`src/rtl/store_unit_if.sv`:
```
// -----------------------------------------------------------------------------
// store_unit_if -- Avalon-MM write-only bus bundle used by store_unit.
//
// Signals (little-endian, word addressed by byte address with [1:0] = 0):
//   address     [31:0]  word-aligned byte address of the write
//   write               write strobe, held with the rest of the bus while
//                       waitrequest is high
//   byteenable  [3:0]   active byte lanes, bit i enables writedata[8*i +: 8]
//   writedata   [31:0]  lane-replicated / shifted store data
//   waitrequest         slave back-pressure; the master holds the bus while high
//
// Modports:
//   master  drives address/write/byteenable/writedata, samples waitrequest
//   slave   samples the command signals, drives waitrequest
// -----------------------------------------------------------------------------
`timescale 1ns/1ps

interface store_unit_if;
    logic [31:0] address;
    logic        write;
    logic [3:0]  byteenable;
    logic [31:0] writedata;
    logic        waitrequest;

    modport master (
        output address,
        output write,
        output byteenable,
        output writedata,
        input  waitrequest
    );

    modport slave (
        input  address,
        input  write,
        input  byteenable,
        input  writedata,
        output waitrequest
    );
endinterface

```
`src/rtl/store_unit.sv`:
```
// -----------------------------------------------------------------------------
// store_unit -- MIPS-style store engine (SB/SH/SW and optional SWL/SWR) that
// turns a single CPU store request into one Avalon-MM write cycle.
//
// Ports:
//   clk         single clock, all state changes on the rising edge
//   reset       synchronous, active-high
//   start       store request, only sampled while idle
//   controls    [2:0] store kind: 000 SB, 010 SH, 101 SW, 110 SWL, 111 SWR
//   addr        [31:0] byte address of the store
//   data        [31:0] rt register value
//   busy        high whenever the FSM is not idle
//   done        one-cycle completion pulse
//   misaligned  qualifies done: the request was rejected and never hit the bus
//   bus         store_unit_if.master: address/write/byteenable/writedata out,
//               waitrequest in
//
// Behaviour summary:
//   IDLE --start, legal--> WRITE --!waitrequest--> DONE --> IDLE
//   IDLE --start, rejected--------------------->  DONE (misaligned=1)
//   A legal request shows write=1 one cycle after start and done one cycle
//   after the write is accepted. Every output is a flop.
//
// Configuration:
//   STORE_SWLR_EN  when defined, SWL (110) and SWR (111) are supported.
//                  Otherwise those codes are rejected like any invalid code.
// -----------------------------------------------------------------------------
`timescale 1ns/1ps

module store_unit (
    input  logic        clk,
    input  logic        reset,
    input  logic        start,
    input  logic [2:0]  controls,
    input  logic [31:0] addr,
    input  logic [31:0] data,
    output logic        busy,
    output logic        done,
    output logic        misaligned,
    store_unit_if.master bus
);

    // -------------------------------------------------------------------------
    // Store kind encodings
    // -------------------------------------------------------------------------
    localparam logic [2:0] CtlSb  = 3'b000;
    localparam logic [2:0] CtlSh  = 3'b010;
    localparam logic [2:0] CtlSw  = 3'b101;
`ifdef STORE_SWLR_EN
    localparam logic [2:0] CtlSwl = 3'b110;
    localparam logic [2:0] CtlSwr = 3'b111;
`endif

    typedef enum logic [1:0] {
        StIdle,
        StWrite,
        StDone
    } state_e;

    state_e state_q, state_d;

    // Registered outputs and their next values
    logic [31:0] address_q, address_d;
    logic [31:0] writedata_q, writedata_d;
    logic [3:0]  byteenable_q, byteenable_d;
    logic        write_q, write_d;
    logic        busy_q, busy_d;
    logic        done_q, done_d;
    logic        misaligned_q, misaligned_d;

    // Decoded request (combinational view of the current CPU inputs)
    logic        req_ok;
    logic [3:0]  lane_be;
    logic [31:0] lane_wd;
    logic [1:0]  k;

    assign k = addr[1:0];

`ifdef STORE_SWLR_EN
    // Byte-granular shift amounts: 8*k for SWR and 8*(3-k) for SWL.
    // For a 2-bit k, (3 - k) is simply ~k.
    logic [4:0] shl_amt;
    logic [4:0] shr_amt;

    assign shl_amt = {k, 3'b000};
    assign shr_amt = {~k, 3'b000};
`endif

    // -------------------------------------------------------------------------
    // Lane generation and legality check
    // -------------------------------------------------------------------------
    always_comb begin
        req_ok  = 1'b0;
        lane_be = 4'b0000;
        lane_wd = 32'h0000_0000;
        case (controls)
            CtlSb: begin
                req_ok  = 1'b1;
                lane_be = 4'b0001 << k;
                lane_wd = {4{data[7:0]}};
            end
            CtlSh: begin
                // Halfwords must sit on an even byte address.
                req_ok  = ~k[0];
                lane_be = k[1] ? 4'b1100 : 4'b0011;
                lane_wd = {2{data[15:0]}};
            end
            CtlSw: begin
                req_ok  = (k == 2'd0);
                lane_be = 4'b1111;
                lane_wd = data;
            end
`ifdef STORE_SWLR_EN
            CtlSwl: begin
                // Lanes 0..k carry the most significant bytes of rt.
                // For k=3 the shifted one falls off the top and wraps to 1111.
                req_ok  = 1'b1;
                lane_be = (4'b0010 << k) - 4'b0001;
                lane_wd = data >> shr_amt;
            end
            CtlSwr: begin
                // Lanes k..3 carry the least significant bytes of rt.
                req_ok  = 1'b1;
                lane_be = 4'b1111 << k;
                lane_wd = data << shl_amt;
            end
`endif
            default: begin
                req_ok = 1'b0;
            end
        endcase
    end

    // -------------------------------------------------------------------------
    // State and output registers
    // -------------------------------------------------------------------------
    always_ff @(posedge clk) begin
        if (reset) begin
            state_q      <= StIdle;
            address_q    <= 32'h0000_0000;
            writedata_q  <= 32'h0000_0000;
            byteenable_q <= 4'b0000;
            write_q      <= 1'b0;
            busy_q       <= 1'b0;
            done_q       <= 1'b0;
            misaligned_q <= 1'b0;
        end else begin
            state_q      <= state_d;
            address_q    <= address_d;
            writedata_q  <= writedata_d;
            byteenable_q <= byteenable_d;
            write_q      <= write_d;
            busy_q       <= busy_d;
            done_q       <= done_d;
            misaligned_q <= misaligned_d;
        end
    end

    // -------------------------------------------------------------------------
    // Next-state logic
    // -------------------------------------------------------------------------
    always_comb begin
        state_d = state_q;
        case (state_q)
            StIdle: begin
                if (start) begin
                    state_d = req_ok ? StWrite : StDone;
                end
            end
            StWrite: begin
                if (!bus.waitrequest) begin
                    state_d = StDone;
                end
            end
            StDone: begin
                // start is deliberately ignored here; the next request is
                // accepted in the idle cycle that follows.
                state_d = StIdle;
            end
            default: begin
                state_d = StIdle;
            end
        endcase
    end

    // -------------------------------------------------------------------------
    // Output logic: next values of the registered outputs. Outputs are derived
    // from state_d so that they line up with the state they describe.
    // -------------------------------------------------------------------------
    always_comb begin
        // address/writedata keep their last value outside a capture; the
        // strobe and lane enables fall to zero unless explicitly held.
        address_d    = address_q;
        writedata_d  = writedata_q;
        byteenable_d = 4'b0000;
        write_d      = 1'b0;
        misaligned_d = 1'b0;
        busy_d       = (state_d != StIdle);
        done_d       = (state_d == StDone);

        case (state_q)
            StIdle: begin
                if (start && req_ok) begin
                    address_d    = {addr[31:2], 2'b00};
                    byteenable_d = lane_be;
                    writedata_d  = lane_wd;
                    write_d      = 1'b1;
                end else if (start) begin
                    misaligned_d = 1'b1;
                end
            end
            StWrite: begin
                // Hold the whole command stable while the slave stalls.
                if (bus.waitrequest) begin
                    byteenable_d = byteenable_q;
                    write_d      = 1'b1;
                end
            end
            default: begin
            end
        endcase
    end

    // -------------------------------------------------------------------------
    // Output wiring
    // -------------------------------------------------------------------------
    assign busy           = busy_q;
    assign done           = done_q;
    assign misaligned     = misaligned_q;
    assign bus.address    = address_q;
    assign bus.write      = write_q;
    assign bus.byteenable = byteenable_q;
    assign bus.writedata  = writedata_q;

endmodule
```
`src/flat_wrapper.sv`:
```
// flat-port wrapper written by rule: the top's interface ports become plain ports
module store_unit_flat 
  (clk, reset, start, controls, addr, data, busy, done, misaligned, bus_address, bus_write, bus_byteenable, bus_writedata, bus_waitrequest);
  store_unit_if bus_i ();
  input  logic clk;
  input  logic reset;
  input  logic start;
  input  logic [2:0] controls;
  input  logic [31:0] addr;
  input  logic [31:0] data;
  output logic busy;
  output logic done;
  output logic misaligned;
  output wire logic [$bits(bus_i.address)-1:0] bus_address;
  output wire logic [$bits(bus_i.write)-1:0] bus_write;
  output wire logic [$bits(bus_i.byteenable)-1:0] bus_byteenable;
  output wire logic [$bits(bus_i.writedata)-1:0] bus_writedata;
  input wire logic [$bits(bus_i.waitrequest)-1:0] bus_waitrequest;
  assign bus_address = bus_i.address;
  assign bus_write = bus_i.write;
  assign bus_byteenable = bus_i.byteenable;
  assign bus_writedata = bus_i.writedata;
  assign bus_i.waitrequest = bus_waitrequest;
  store_unit u_core (.clk(clk), .reset(reset), .start(start), .controls(controls), .addr(addr), .data(data), .busy(busy), .done(done), .misaligned(misaligned), .bus(bus_i));
endmodule
```
`config.mk`:
```
export PLATFORM = sky130hd
export DESIGN_NAME = store_unit_flat
export DESIGN_NICKNAME = d
export VERILOG_FILES = /design/src/rtl/store_unit_if.sv /design/src/rtl/store_unit.sv /design/src/flat_wrapper.sv
export SDC_FILE = /design/constraint.sdc
export NUM_CORES = 1
export LEC_CHECK = 0
export ABC_AREA = 1
export BUFFER_PORTS_ARGS = -buffer_cell sky130_fd_sc_hd__buf_2
export CORE_UTILIZATION = 38
export CTS_CLUSTER_DIAMETER = 120
export DETAILED_ROUTE_END_ITERATION = 10
export PLACE_DENSITY = 0.65
export SLEW_MARGIN = 0
export SYNTH_ARGS = -nofsm -noshare
export SYNTH_HDL_FRONTEND = slang
export SYNTH_SLANG_ARGS = --single-unit
export TNS_END_PERCENT = 100
```
`constraint.sdc`:
```
create_clock -name clk -period 2.1 [get_ports clk]
set_input_delay 0.21 -clock clk [delete_from_list [all_inputs] [get_ports clk]]
set_output_delay 0.21 -clock clk [all_outputs]
set_load 0.005 [all_outputs]
```
==> results of run 1 <==
==> power groups by stage <==
stage | clock network, mW | registers (mW) | logic (mW)
5_1_grt | 1.29 | 1.47 | 0.467
6_report | 1.19 | 1.47 | 0.408
4_1_cts | 1.23 | 1.47 | 0.412
2_1_floorplan | 0 | 1.51 | 0.234
3_3_place_gp | 0 | 1.50 | 0.407
3_5_place_dp | 0 | 1.50 | 0.410
==> cell families after synthesis <==
kind of cell | synth area share
AND/OR/NAND/NOR | 0.2727
AO/OA/AOI/OAI | 0.1491
flip-flops | 0.4826
buffers and inverters | 0.09426
other | 0.001256
==> layout make-up <==
cell class,count,area [sq um],area share
flip-flops and latches,72,1441,0.3697
multi-input cells,293,1267,0.3251
repair buffers,148,760.7,0.1951
clock buffers,13,148.9,0.03819
well taps,99,123.9,0.03177
inverters,24,91.34,0.02343
clock inverters,3,65.06,0.01669
==> routing by layer <==
metal	up-vias	share of wire	global-route usage
li1	1572	-	-
met1	1339	0.47	0.2593
met2	123	0.44	0.3049
met3	10	0.078	0.06818
met4	0	0.0085	0.05376
met5	-	0	0
==> final timing paths <==
path	start	to	cells after the start
max reg2reg	u_core.state_q[0]$_SDFF_PP0_	u_core.bus.address[10]$_SDFFE_PP0P_	7
min	addr[28]	u_core.bus.address[28]$_SDFFE_PP0P_	3
max	u_core.state_q[0]$_SDFF_PP0_	u_core.bus.address[10]$_SDFFE_PP0P_	7
min reg2reg	u_core.bus.writedata[10]$_SDFFE_PP0P_	u_core.bus.writedata[10]$_SDFFE_PP0P_	2
==> cells in the mapped netlist (all sizes together) <==
cell type	number
inv	23
o22ai	1
nand4	1
dfxtp	72
o21ai	58
nor3	1
nand2	93
a21oi	17
nor2	104
clkbuf	6
or2	1
clkinv	1
nand3	7
conb	1
o211ai	8
buf	18
==> per-stage QoR <==
stage          power, mW  setup slack (ns)  hold WS [ns]    util
3_5_place_dp       1.909            0.4591        0.4556  0.4974
6_report           3.063            0.4927        0.1080  0.5263
2_1_floorplan      1.739            0.7424        0.3556       -
3_3_place_gp       1.903            0.5101        0.4448  0.4974
5_1_grt            3.235            0.3368       0.09225  0.5263
4_1_cts            3.104            0.5111       0.09281  0.5263
==> tightest hold or removal path: cells and delay by family <==
kind                   cells  cell delay, ns
buffers and inverters      1            0.08
and+or+nand+nor            1            0.07
AOI/OAI and AO/OA          1            0.05
==> state kept, by name (all words and copies together) (netlist names) <==
register / cells
u_core.state_q: 2
u_core.bus.writedata: 32
u_core.misaligned: 1
u_core.busy: 1
u_core.done: 1
u_core.bus.byteenable: 4
u_core.bus.write: 1
u_core.bus.address: 30
==> flow_summary.json, run 1 <==
{
  "status": "finished clean",
  "path_buf_inv": 2,
  "wl_microns": 7962,
  "p_sw_mw": 0.7496,
  "ys.warnings.count": 0,
  "cts_buffers": 9,
  "drv_slew": 0,
  "place.gp.congestion": 0.8364,
  "ant_nets": 0,
  "die_w_microns": 90.66,
  "cts_num_sinks": 72,
  "first_global_vias": 2781,
  "arrival_ns": 1.88,
  "die-area_sq_um": 8218,
  "fmax_mhz": 622.2,
  "netlist_area_sq_um": 2987,
  "ir_worst_vdd_mv": 0.3967,
  "hold_viol_final": 0,
  "finalCritPeriodShare": 0.7654,
  "crit_top_cell": "nor2_1",
  "clkPwrFrac": 0.388,
  "synth_seq_cells": 72,
  "coreArea_sq_um": 7408,
  "drc": 0,
  "synthToLayoutAreaGrowth_pct": 30.54,
  "drt_iter0_markers": 110,
  "n_antenna_cell": 0,
  "crit_fanout": 38,
  "final_nets": 619,
  "min_path_type": "primary input to flop",
  "yosysSeqAreaShare": 0.4826,
  "crit_chain": "or2_2 -> nor2_1 -> nand2_2 -> clkinv_2 -> buf_4 -> nor2_1 -> nor2_1",
  "final.fill_count": 762,
  "reg2reg_slack_ns": 0.49,
  "dr_total_vias": 3044,
  "combinationalPowerShare": 0.133,
  "power_frac_seq": 0.479,
  "layout_commonest_cell": "buf_2",
  "skew_ns": 0.008853,
  "holdBufCountCts": 0,
  "yosysUniqueCellTypes": 26,
  "rsz0062_at_grt": "false",
  "yosys-top-cells-area": "dfxtp_1, nor2_1, nand2_1",
  "clock_latency_ns": 0.34,
  "port-buffer-count": 140,
  "grt.overflow.total": 0,
  "grt_start_max_net_pins": 49,
  "swShare": 0.2447,
  "postPlaceCellArea_sq_um": 3685,
  "syn_inst": 412,
  "p_per_area_nw_per_um2": 785.7,
  "crit_family": "simple AND/OR/NAND/NOR gates",
  "row_count": 31,
  "setup_viol": 0,
  "p_leak_nw": 1.953,
  "worstSetupPathType": "flop to flop",
  "io-pin-count": 143,
  "dp_hpwl_microns": 5517,
  "wl_per_cell_microns": 12.21,
  "first_pass_iters": 4,
  "startpoint_type": "flop",
  "fin_area_sq_um": 3899,
  "clk_pin_slew_worst_paths_ns": 0.08,
  "htree_levels": 3,
  "vias_per_cell": 4.669,
  "instances_no_fill": 652,
  "cap_violations": 0,
  "cts_tree": "done",
  "clockBufferDepth": 2,
  "layout_common_cells": "buf_2, nor2_1, nand2_1, dfxtp_1, o21ai_1",
  "period_needed_ns": 1.607,
  "die_h_microns": 90.66,
  "initial_core_util": 0.4031,
  "grt_use_total": 0.1970,
  "postCtsSetupBuffers": 0,
  "yosysTopAreaCell": "dfxtp_1",
  "antenna_found_initial": 0,
  "syn_area_per_cell_sq_um": 7.249,
  "grt_pass1_wl_microns": 13000,
  "max_stage_delay_ns": 0.35,
  "tns_ns": 0,
  "cpMaxStageDelayCell": "dfxtp_1",
  "placed_cells": 636,
  "cts.repair.resized": 0,
  "cts_root_buf": "clkbuf_8",
  "p_int_mw": 2.314,
  "crit_required_ns": 2.38,
  "drive_gt1_frac": 0.3092,
  "yosysTopAreaCellShare": 0.4826,
  "end_kind": "flop"
}
Note: power is estimated with default switching activity, not from simulation.
==> run 2, diff against run 1 <==
- clock period: 2.1 -> 1.6 ns (I/O delays scaled with it)
==> run 2 against run 1 <==
Sequential power is 31% higher. Sequential share of layout area fell by 0.72 points. Clock-buffer cell count shrank 2. Register-to-register slack worse by 0.32 ns. Largest cell class unchanged. Global-route usage increased by 0.19 points. Clock power up 24%.
==> flow_summary.json, run 2 (synthesis gave the netlist of run 1 again) <==
{
  "finalCritPeriodShare": 0.8935,
  "grt.overflow.total": 0,
  "postCtsSetupBuffers": 0,
  "dr_total_vias": 3044,
  "combinationalPowerShare": 0.142,
  "drt_iter0_markers": 106,
  "clockBufferDepth": 2,
  "power_frac_seq": 0.485,
  "worst_slack_ns": 0.1703,
  "layout_commonest_cell": "buf_2",
  "skew_ns": 0.006717,
  "synthToLayoutAreaGrowth_pct": 33.14,
  "hold_viol_final": 0,
  "max_stage_delay_ns": 0.34,
  "crit_required_ns": 1.88,
  "cpMaxStageDelayCell": "dfxtp_1",
  "cts_root_buf": "clkbuf_8",
  "coreArea_sq_um": 7408,
  "cts_tree": "done",
  "cts_buffers": 9,
  "clkPwrFrac": 0.373,
  "final.fill_count": 729,
  "clock_latency_ns": 0.34,
  "crit_fanout": 18,
  "tns_ns": 0,
  "min_path_type": "primary input to flop",
  "die_w_microns": 90.66,
  "die_h_microns": 90.66,
  "htree_levels": 3,
  "ant_nets": 0,
  "initial_core_util": 0.4031,
  "setup_viol": 0,
  "crit_chain": "or2_2 -> nor2_2 -> nand2_2 -> clkinv_2 -> buf_12 -> nand2_1 -> a21oi_2",
  "place.gp.congestion": 0.8550,
  "drv_slew": 0,
  "dp_hpwl_microns": 5560,
  "fmax_mhz": 699.5,
  "pre_cts_slack_ns": 0.07333,
  "first_pass_iters": 4,
  "wl_microns": 8075,
  "drc": 0,
  "io-pin-count": 143,
  "largest_register_ffs": 32,
  "layout_common_cells": "buf_2, nor2_1, nand2_1, dfxtp_1, o21ai_1",
  "die-area_sq_um": 8218,
  "row_count": 31,
  "worstSetupPathType": "flop to flop",
  "cap_violations": 0,
  "wl_per_cell_microns": 12.35,
  "end_kind": "flop",
  "n_antenna_cell": 0,
  "first_global_vias": 2755,
  "status": "finished clean",
  "p_leak_nw": 1.979,
  "port-buffer-count": 140,
  "rsz0062_at_grt": "false",
  "p_sw_mw": 1.027,
  "clk_pin_slew_worst_paths_ns": 0.08,
  "whs_ns": 0.04713,
  "vias_per_cell": 4.654,
  "antenna_found_initial": 0,
  "startpoint_type": "flop",
  "grt_use_total": 0.1989,
  "cts_num_sinks": 72,
  "grt_start_max_net_pins": 47,
  "ir_worst_vdd_mv": 0.4224,
  "swShare": 0.2591,
  "p_int_mw": 2.936,
  "crit_family": "simple AND/OR/NAND/NOR gates",
  "drive_gt1_frac": 0.3189,
  "final_nets": 621,
  "period_needed_ns": 1.430,
  "p_per_area_nw_per_um2": 996.7,
  "grt_pass1_wl_microns": 13210,
  "path_buf_inv": 2,
  "arrival_ns": 1.71
}
[run 2: changes by cell type in the layout (fill, tap and decap cells not counted)]
| cell | before | now |
|---|---|---|
| nor2_1 | 102 | 101 |
| clkinvlp_4 | 0 | 2 |
| clkinv_2 | 2 | 3 |
| clkbuf_1 | 3 | 0 |
| clkbuf_16 | 0 | 1 |
| buf_4 | 8 | 5 |
| nor2_2 | 1 | 2 |
| bufinv_16 | 2 | 1 |
| buf_12 | 0 | 4 |
| clkbuf_8 | 10 | 11 |
[run 2: power groups by stage]
stage / logic [mW] / clock network, mW / registers [mW]
global route: 0.643 / 1.61 / 1.93
detailed placement: 0.556 / 0 / 1.97
global placement: 0.551 / 0 / 1.96
floorplan: 0.306 / 0 / 1.98
finish: 0.563 / 1.48 / 1.92
CTS: 0.558 / 1.52 / 1.92
[run 2: worst reg2reg max path, delay by kind of cell (launching register included)]
kind                   cells  cell delay [ns]
AND/OR/NAND/NOR            4             0.64
flip-flops                 1             0.34
buffers and inverters      2             0.28
AO/OA/AOI/OAI              1             0.12
[run 2: through the flow]
step	power [mW]	utilization	area, sq um	std cells
2_1_floorplan	2.282	-	2990	413
3_3_place_gp	2.514	0.5052	3742	637
3_5_place_dp	2.522	0.5052	3742	637
4_1_cts	4.003	0.5330	3949	653
5_1_grt	4.184	0.5367	3976	654
6_report	3.963	0.5367	3976	654
[run 2: path summary, 6_finish.rpt]
path	start	endpoint	slack, ns	cells after the start
min reg2reg	u_core.bus.writedata[12]$_SDFFE_PP0P_	u_core.bus.writedata[12]$_SDFFE_PP0P_	0.47	2
max reg2reg	u_core.state_q[0]$_SDFF_PP0_	u_core.bus.writedata[14]$_SDFFE_PP0P_	0.17	7
max	u_core.state_q[0]$_SDFF_PP0_	u_core.bus.writedata[14]$_SDFFE_PP0P_	0.17	7
min	addr[20]	u_core.bus.address[20]$_SDFFE_PP0P_	0.05	3
[run 2: timing repair]
action / CTS / global route
hold buffers: 0 / 0
gates resized for setup: 0 / 1
setup endpoints to repair: 0 / 32
[run 2: area by class of cell]
cell class | instances | area [sq um] | share of cell area
Timing Repair Buffer | 150 | 843.3 | 0.2121
Multi-Input combinational cell | 293 | 1270 | 0.3194
Tap cell | 99 | 123.9 | 0.03115
Inverter | 24 | 91.34 | 0.02297
Clock inverter | 5 | 55.05 | 0.01385
Sequential cell | 72 | 1441 | 0.3625
Clock buffer | 11 | 151.4 | 0.03807
[run 2: metal layers]
layer  global-route usage  part of all wire  vias up
met5                    0                 0        -
met4              0.06855             0.012        0
met3              0.05640             0.083       10
met2               0.3074              0.44      125
met1               0.2642              0.47     1329
li1                     -                 -     1580
==> run 3, diff against run 2 <==
- BUFFER_PORTS_ARGS: -buffer_cell sky130_fd_sc_hd__buf_2 -> -buffer_cell sky130_fd_sc_hd__buf_4
- CORE_MARGIN: unset -> 2
==> run 3 against run 2 <==
Register-to-register slack got worse by 0.05 ns. Combinational power grew 14%. Design area up 9.1%. Sequential share of layout area decreased by 3.0 points. Non-clock buffer count stayed put. Largest power group unchanged. Total power grew 10%. Highest routed layer unchanged. Die area grew 4.5%. Sequential power about the same.
==> flow_summary.json, run 3 (synthesis gave the netlist of run 1 again) <==
{
  "status": "finished clean",
  "cts_buffers": 9,
  "period_needed_ns": 1.477,
  "ant_nets": 0,
  "grt_use_total": 0.1942,
  "first_global_vias": 2837,
  "worstSetupPathType": "flop to flop",
  "utilization": 0.5645,
  "wl_microns": 8177,
  "wl_per_cell_microns": 12.45,
  "drv_slew": 0,
  "p_int_mw": 3.347,
  "final.fill_count": 748,
  "crit_required_ns": 1.83,
  "initial_core_util": 0.3885,
  "fmax_mhz": 677.2,
  "cts_root_buf": "clkbuf_8",
  "min_from": "addr[23]",
  "grt.overflow.total": 0,
  "io-pin-count": 143,
  "finalCritPeriodShare": 0.9229,
  "die-area_sq_um": 8585,
  "min_path_type": "primary input to flop",
  "drt_iter0_markers": 144,
  "dr_total_vias": 3041,
  "antenna_found_initial": 0,
  "rsz0062_at_grt": "false",
  "clk_pin_slew_worst_paths_ns": 0.08,
  "cts_num_sinks": 72,
  "row_count": 32,
  "drive_gt1_frac": 0.3171,
  "arrival_ns": 1.70,
  "crit_fanout": 28,
  "placed_cells": 641,
  "dp_hpwl_microns": 6025,
  "drc": 0,
  "final_nets": 621,
  "combinationalPowerShare": 0.147,
  "setup.worst_path.start": "u_core.state_q[0]$_SDFF_PP0_",
  "layout_common_cells": "buf_4, nor2_1, nand2_1, dfxtp_1, o21ai_1",
  "die_h_microns": 92.66,
  "instances_no_fill": 657,
  "skew_ns": 0.006526,
  "whs_ns": 0.05154,
  "coreArea_sq_um": 7687,
  "layout_commonest_cell": "buf_4",
  "p_sw_mw": 1.028,
  "startpoint_type": "flop",
  "power_frac_seq": 0.441,
  "reg2reg_from": "u_core.state_q[0]$_SDFF_PP0_",
  "grt_pass1_wl_microns": 13390,
  "cap_violations": 0,
  "place.gp.congestion": 0.8382,
  "cts_tree": "done",
  "ir_worst_vdd_mv": 0.3859,
  "hold_viol_final": 0,
  "htree_levels": 3,
  "total_power_mw": 4.375,
  "p_leak_nw": 2.050,
  "tns_ns": 0,
  "clkPwrFrac": 0.413,
  "end_kind": "flop",
  "setup_viol": 0,
  "clock_latency_ns": 0.33,
  "port-buffer-count": 140,
  "synthToLayoutAreaGrowth_pct": 45.29,
  "clockBufferDepth": 2,
  "swShare": 0.2350,
  "grt_start_max_net_pins": 33,
  "first_pass_iters": 4,
  "n_antenna_cell": 0,
  "die_w_microns": 92.66,
  "p_per_area_nw_per_um2": 1008,
  "vias_per_cell": 4.629,
  "largest_register_ffs": 32
}
==> run 3: what timing repair did <==
item | 4_1_cts | 5_1_grt
setup buffers | 0 | 0
endpoints found under the setup margin | 0 | 37
gates resized for setup | 0 | 2
hold buffers | 0 | 0
==> run 3: worst paths after layout <==
kind / to / slack (ns) / depth (start not counted)
hold / removal: u_core.bus.address[23]$_SDFFE_PP0P_ / 0.05 / 3
setup / recovery: u_core.bus.writedata[19]$_SDFFE_PP0P_ / 0.12 / 6
setup reg to reg: u_core.bus.writedata[19]$_SDFFE_PP0P_ / 0.12 / 6
hold reg to reg: u_core.bus.writedata[10]$_SDFFE_PP0P_ / 0.47 / 2
==> run 3: power by group through the flow <==
stage / clock (mW) / combinational (mW) / sequential (mW)
6_report: 1.80 / 0.641 / 1.93
2_1_floorplan: 0 / 0.306 / 1.98
4_1_cts: 1.85 / 0.645 / 1.93
3_5_place_dp: 0 / 0.644 / 1.97
3_3_place_gp: 0 / 0.637 / 1.97
5_1_grt: 1.95 / 0.717 / 1.94
==> run 3: layer usage <==
metal  share of wire  vias to the layer above  track usage
li1                -                     1574            -
met1            0.45                     1297       0.2580
met2            0.44                      152       0.3060
met3           0.089                       18      0.03987
met4           0.024                        0      0.08456
met5               0                        -            0
==> run 3: final cells by class <==
type / count / area, sq um / share of cell area
Timing Repair Buffer: 150 / 1155 / 0.2661
Inverter: 24 / 91.34 / 0.02105
Multi-Input combinational cell: 293 / 1270 / 0.2927
Tap cell: 102 / 127.6 / 0.02941
Clock buffer: 12 / 155.1 / 0.03576
Clock inverter: 4 / 98.84 / 0.02278
Sequential cell: 72 / 1441 / 0.3322
==> run 3: worst max-delay path, cell delays in order, from the launching register on <==
cell	delay, ns
dfxtp_1	0.34
or2_2	0.31
nor2_2	0.12
nand2_2	0.14
buf_4	0.26
o21ai_1	0.16
nor2_1	0.05
==> run 3: per-stage QoR <==
stage	cell area (sq um)	setup slack (ns)
after floorplan	2990	0.2424
after global placement	4079	0.1531
after detailed placement	4079	0.1125
after CTS	4333	0.09293
after global routing	4339	0.01293
final	4339	0.1233
